--- src/rtl/psum_ofifo_if.sv ---
// psum_ofifo_if: bus between the MAC array / consumer (master) and the column FIFO (slave).
//   in        : per-column partial sums, column c at [psum_bw*(c+1)-1 : psum_bw*c]
//   wr        : per-column push request
//   rd        : row pop request
//   out       : registered popped row, same packing as in
//   out_valid : one-cycle strobe after an accepted pop
//   o_valid   : every column holds data
//   o_ready   : no column full
//   o_full    : some column full
//   overflow  : sticky push-to-full error
interface psum_ofifo_if #(
  parameter int unsigned psum_bw = 16,
  parameter int unsigned col     = 8
);
  logic [psum_bw*col-1:0] in;
  logic [col-1:0]         wr;
  logic                   rd;
  logic [psum_bw*col-1:0] out;
  logic                   out_valid;
  logic                   o_valid;
  logic                   o_ready;
  logic                   o_full;
  logic                   overflow;

  modport master (
    output in, wr, rd,
    input  out, out_valid, o_valid, o_ready, o_full, overflow
  );

  modport slave (
    input  in, wr, rd,
    output out, out_valid, o_valid, o_ready, o_full, overflow
  );
endinterface

--- src/rtl/psum_ofifo.sv ---
// psum_ofifo: per-column output FIFOs behind the systolic MAC array. Each column
// pushes independently on its own valid bit; a row (one entry per column) pops
// only when every column holds data.
// Ports:
//   clk   : clock, rising edge
//   reset : asynchronous active-low reset
//   bus   : psum_ofifo_if.slave (in, wr, rd, out, out_valid, o_valid, o_ready,
//           o_full, overflow)
// Optional feature: define PSUM_OFIFO_RELU_EN to clamp negative popped slices to 0.
module psum_ofifo #(
  parameter int unsigned psum_bw = 16,
  parameter int unsigned col     = 8,
  parameter int unsigned depth   = 16
) (
  input logic         clk,
  input logic         reset,
  psum_ofifo_if.slave bus
);
  localparam int unsigned aw = $clog2(depth);
  localparam int unsigned pw = aw + 1;

  logic [psum_bw-1:0]     mem [col][depth];
  logic [pw-1:0]          wr_ptr [col];
  logic [pw-1:0]          rd_ptr [col];
  logic [col-1:0]         full;
  logic [col-1:0]         empty;
  logic [col-1:0]         push;
  logic                   all_valid;
  logic                   any_full;
  logic                   pop;
  logic [psum_bw*col-1:0] head_row;
  logic [psum_bw*col-1:0] out_q;
  logic                   out_valid_q;
  logic                   overflow_q;

  // Per-column status decoded from the pointer registers (pre-edge state).
  always_comb begin
    full  = '0;
    empty = '0;
    push  = '0;
    for (int unsigned c = 0; c < col; c++) begin
      empty[c] = (wr_ptr[c] == rd_ptr[c]);
      full[c]  = (wr_ptr[c] == {~rd_ptr[c][aw], rd_ptr[c][aw-1:0]});
      push[c]  = bus.wr[c] & ~full[c];
    end
  end

  assign all_valid = ~|empty;
  assign any_full  = |full;
  assign pop       = bus.rd & all_valid;

  // Head entry of every column, optionally rectified on the way out.
  always_comb begin
    logic [psum_bw-1:0] h;
    h        = '0;
    head_row = '0;
    for (int unsigned c = 0; c < col; c++) begin
      h = mem[c][rd_ptr[c][aw-1:0]];
`ifdef PSUM_OFIFO_RELU_EN
      if (h[psum_bw-1]) begin
        h = '0;
      end
`endif
      head_row[c*psum_bw +: psum_bw] = h;
    end
  end

  // Storage is not reset; validity comes only from the pointers.
  always_ff @(posedge clk) begin
    for (int unsigned c = 0; c < col; c++) begin
      if (push[c]) begin
        mem[c][wr_ptr[c][aw-1:0]] <= bus.in[c*psum_bw +: psum_bw];
      end
    end
  end

  // Pointers, popped row register and sticky overflow.
  always_ff @(posedge clk or negedge reset) begin
    if (!reset) begin
      for (int unsigned c = 0; c < col; c++) begin
        wr_ptr[c] <= '0;
        rd_ptr[c] <= '0;
      end
      out_q       <= '0;
      out_valid_q <= 1'b0;
      overflow_q  <= 1'b0;
    end else begin
      for (int unsigned c = 0; c < col; c++) begin
        if (push[c]) begin
          wr_ptr[c] <= wr_ptr[c] + pw'(1);
        end
        if (pop) begin
          rd_ptr[c] <= rd_ptr[c] + pw'(1);
        end
      end
      if (pop) begin
        out_q <= head_row;
      end
      out_valid_q <= pop;
      if (|(bus.wr & full)) begin
        overflow_q <= 1'b1;
      end
    end
  end

  assign bus.out       = out_q;
  assign bus.out_valid = out_valid_q;
  assign bus.overflow  = overflow_q;
  assign bus.o_valid   = all_valid;
  assign bus.o_full    = any_full;
  assign bus.o_ready   = ~any_full;

endmodule
--- src/flat_wrapper.sv ---
// flat-port wrapper written by rule: the top's interface ports become plain ports
module psum_ofifo_flat 
#(
  parameter int unsigned psum_bw = 16,
  parameter int unsigned col     = 8,
  parameter int unsigned depth   = 16
)
  (clk, reset, bus_in, bus_wr, bus_rd, bus_out, bus_out_valid, bus_o_valid, bus_o_ready, bus_o_full, bus_overflow);
  psum_ofifo_if #(.psum_bw(psum_bw), .col(col)) bus_i ();
  input logic clk;
  input logic reset;
  input wire logic [$bits(bus_i.in)-1:0] bus_in;
  input wire logic [$bits(bus_i.wr)-1:0] bus_wr;
  input wire logic [$bits(bus_i.rd)-1:0] bus_rd;
  output wire logic [$bits(bus_i.out)-1:0] bus_out;
  output wire logic [$bits(bus_i.out_valid)-1:0] bus_out_valid;
  output wire logic [$bits(bus_i.o_valid)-1:0] bus_o_valid;
  output wire logic [$bits(bus_i.o_ready)-1:0] bus_o_ready;
  output wire logic [$bits(bus_i.o_full)-1:0] bus_o_full;
  output wire logic [$bits(bus_i.overflow)-1:0] bus_overflow;
  assign bus_i.in = bus_in;
  assign bus_i.wr = bus_wr;
  assign bus_i.rd = bus_rd;
  assign bus_out = bus_i.out;
  assign bus_out_valid = bus_i.out_valid;
  assign bus_o_valid = bus_i.o_valid;
  assign bus_o_ready = bus_i.o_ready;
  assign bus_o_full = bus_i.o_full;
  assign bus_overflow = bus_i.overflow;
  psum_ofifo #(.psum_bw(psum_bw), .col(col), .depth(depth)) u_core (.clk(clk), .reset(reset), .bus(bus_i));
endmodule
--- config.mk ---
export PLATFORM = sky130hd
export DESIGN_NAME = psum_ofifo_flat
export DESIGN_NICKNAME = d
export VERILOG_FILES = /design/src/rtl/psum_ofifo_if.sv /design/src/rtl/psum_ofifo.sv /design/src/flat_wrapper.sv
export SDC_FILE = /design/constraint.sdc
export NUM_CORES = 2
export LEC_CHECK = 0
export CAP_MARGIN = 20
export CORE_MARGIN = 2
export CORE_UTILIZATION = 55
export DETAILED_ROUTE_END_ITERATION = 12
export PLACE_DENSITY_LB_ADDON = 0.05
export REMOVE_ABC_BUFFERS = 1
export SETUP_SLACK_MARGIN = 0.05
export SYNTH_ARGS = -nofsm -noshare
export SYNTH_HDL_FRONTEND = slang
export SYNTH_SLANG_ARGS = --single-unit
--- constraint.sdc ---
create_clock -name clk -period 2.96 [get_ports clk]
set_input_delay 0.592 -clock clk [delete_from_list [all_inputs] [get_ports clk]]
set_output_delay 0.592 -clock clk [all_outputs]
set_load 0.1 [all_outputs]
==> impl_metrics.json <==
{
  "outcome": "finished, violations left",
  "violations": "setup timing",
  "hold_viol": 0,
  "crit_start": "u_core.rd_ptr[0]",
  "end_kind": "output pin",
  "drtAntennaViolNets": 0,
  "grt_use_total_pct": 23.7,
  "ys_types": 34,
  "drt_iter0_markers": 3736,
  "rows": 145,
  "clock_path_buffers": 3,
  "rsz0062_at_grt": "yes",
  "htree_num_levels": 4,
  "vias_per_cell": 6.08,
  "ys_warn_count": 0,
  "p_seq_share_pct": 38.2,
  "setup_viol": 3,
  "fmax_mhz": 302,
  "switchingPower_mw": 36.1,
  "clock-sinks": 2258,
  "crit_arrival_ns": 2.72,
  "power.leakage_nw": 33.4,
  "synth-seq-area-share_pct": 76.9,
  "maxSlewViolCount": 0,
  "numCtsBuffers": 219,
  "syn_inst": 3683,
  "crit_type": "register to output pin",
  "die_area_mm2": 0.161,
  "yosys_register_bits": 2258,
  "grt_pass1_vias": 42200,
  "yosysTopAreaCellShare_pct": 70.8,
  "drc": 0,
  "timing.clock.skew_ns": 0.0441,
  "grt_pass1_wl_mm": 279,
  "core_area_mm2": 0.157,
  "hpwl_mm": 111,
  "fp.dieW_um": 401,
  "drt-total-wl_mm": 188,
  "grt_max_degree": 68,
  "synth_area_leader_cell": "edfxtp_1",
  "dpl_cell_area_mm2": 0.0937,
  "initial_utilization_pct": 55.5,
  "relSlewSlack_pct": 31.4,
  "ios": 272,
  "tightest_slew_ns": 1.03,
  "power_density_mw_per_mm2": 1070,
  "synthArstFlopShare_pct": 9.30,
  "firstDrtPassIters": 5,
  "avgSynthCellArea_um2": 23.6,
  "overflow": 0,
  "syn_to_final_growth_pct": 16.3,
  "cap_violations": 0,
  "synthesis.area_mm2": 0.0868,
  "reg2reg_depth": 9,
  "nFillCells": 10200,
  "synth_ff_type": "edfxtp_1",
  "setup_ws_ns": -0.357,
  "period_share_pct": 112,
  "clkPwrFrac_pct": 24.8,
  "rr_startpoint": "u_core.rd_ptr[0]",
  "vias": 39700,
  "pwr-share-comb_pct": 37.0,
  "clk_latency_ns": 0.83,
  "synth_enable_flop_cells": 2048,
  "power_switching_share_pct": 33.5,
  "stdcell_count": 6529,
  "clk_pin_slew_ns": 0.06,
  "fin_nets": 4445,
  "peakVddDrop_uv": 1890,
  "wl_per_cell_um": 28.8,
  "final_cell_area_mm2": 0.101,
  "path_max_fanout": 2,
  "antenna_found_initial": 30,
  "port_buffers": 271,
  "start_kind": "register",
  "cts_tree": "built",
  "internal_power_mw": 71.8,
  "ys_top_cells_by_area": "edfxtp_1 71%, mux4_2 17%, dfrtp_1 6.1%, mux2_2 1.2%, mux2_4 0.71%",
  "period_needed_ns": 3.32,
  "die_h_um": 401,
  "cp.required_ns": 2.37,
  "place_congestion": 0.789,
  "dp.cells": 6089,
  "drive_above_1_share_pct": 35.4,
  "holdCritPathClass": "input port to asynchronous set/reset pin",
  "root_buffer": "clkbuf_16"
}
## cell type report
type,count,area (um2),share of cell area [%]
antenna,12,30.0,0.0297
clock buffer,320,6150,6.09
clock inverter,94,816,0.808
inverter,26,110,0.109
multi-input combinational,1202,19400,19.2
sequential,2258,66800,66.1
tap,2058,2570,2.55
timing repair buffer,559,5060,5.01
## path summary, 6_finish.rpt
path                                  endpoint  slack [ns]
setup / recovery                   bus_o_valid       -0.36
hold / removal             u_core.bus.out[112]        0.26
setup reg to reg            u_core.bus.out[50]        0.17
hold reg to reg              u_core.rd_ptr[24]        0.48
max in group asynchronous   u_core.bus.out[64]        1.84
min in group clk             u_core.rd_ptr[24]        0.48
## placed cells by master (no fill, tap or decap), types with 46 or more instances in the layout
cell type / instances
clkbuf_1: 75
buf_4: 379
dfrtp_1: 187
nand2_1: 46
clkbuf_16: 222
edfxtp_1: 2048
xnor2_1: 63
clkdlybuf4s50_1: 137
mux2_2: 95
mux4_2: 640
## power groups by stage
stage / clock (mW) / sequential (mW) / combinational, mW
final: 26.7 / 41.2 / 40.0
after CTS: 27.3 / 41.2 / 40.4
after floorplan: 0 / 51.1 / 17.4
after global routing: 28.6 / 41.6 / 42.3
after detailed placement: 0 / 41.9 / 39.9
after global placement: 0 / 41.6 / 39.3
## synth_stat cells (4+ instances only)
library cell / n
edfxtp_1: 2048
mux4_2: 640
dfrtp_1: 210
clkbuf_1: 115
mux2_2: 95
xnor2_1: 67
nand2_1: 47
nor2_1: 45
mux2_4: 41
and2_1: 40
ha_1: 40
xor2_1: 37
buf_1: 34
buf_2: 34
nor3_1: 29
inv_1: 25
and4_1: 21
nand4_1: 20
nor4b_1: 20
nand2b_1: 13
nand3_1: 9
nor3b_1: 9
nor2b_1: 8
o21ai_0: 8
buf_4: 7
buf_6: 6
o22ai_1: 5
and4b_1: 4
## per-stage QoR
stage                     hold WS (ns)  util (%)  setup slack (ns)  setup TNS, ns  power, mW
after floorplan                  0.296         -             -5.22       -4328.64       68.5
after global placement           0.474      59.9             0.169              0       80.8
after detailed placement         0.477      59.9             0.162              0       81.7
after CTS                        0.209      64.4            -0.490          -1.29        109
after global routing             0.232      64.5            -0.469          -1.13        112
final                            0.257      64.5            -0.357         -0.816        108
## routing by layer
layer | track usage (%) | up-vias | wire length, um
met5 | 0 | - | 138
met1 | 33.0 | 21500 | 76800
met4 | 5.89 | 20 | 3940
met3 | 4.43 | 280 | 11800
li1 | - | 16700 | -
met2 | 39.3 | 1270 | 95400
## flip-flops by register name (all words and copies together) (netlist names)
| signal | count |
|---|---|
| u_core.wr_ptr | 40 |
| u_core.rd_ptr | 40 |
| u_core.mem | 2048 |
| u_core.bus.overflow | 1 |
| u_core.bus.out_valid | 1 |
| u_core.bus.out | 128 |
## kinds of logic after synthesis
group,count (synthesis),share of synthesized area (%)
compound gates,15,0.102
mux,776,18.5
fa+ha+maj,40,0.576
buf+inv,223,1.10
simple gates,267,1.75
flops,2258,76.9
xor+xnor,104,1.05
## critical path, stage by stage, from the launching register on
cell and delay (ns):
dfrtp_4 0.49, xnor2_2 0.13, nand4_1 0.13, buf_4 0.15, o22ai_4 0.08, or4_4 0.53, buf_12 0.17, clkinv_8 0.04
buf_12 0.15
## what timing repair did
item | 4_1_cts | 5_1_grt
pin swaps | 4 | 10
setup endpoints to repair | 3 | 3
buffers inserted | 7 | 6
hold buffers | 1 | 0
resized for setup | 18 | 22
endpoints found under the hold margin | 29 | 0
Power figures use the tool's default switching activity.
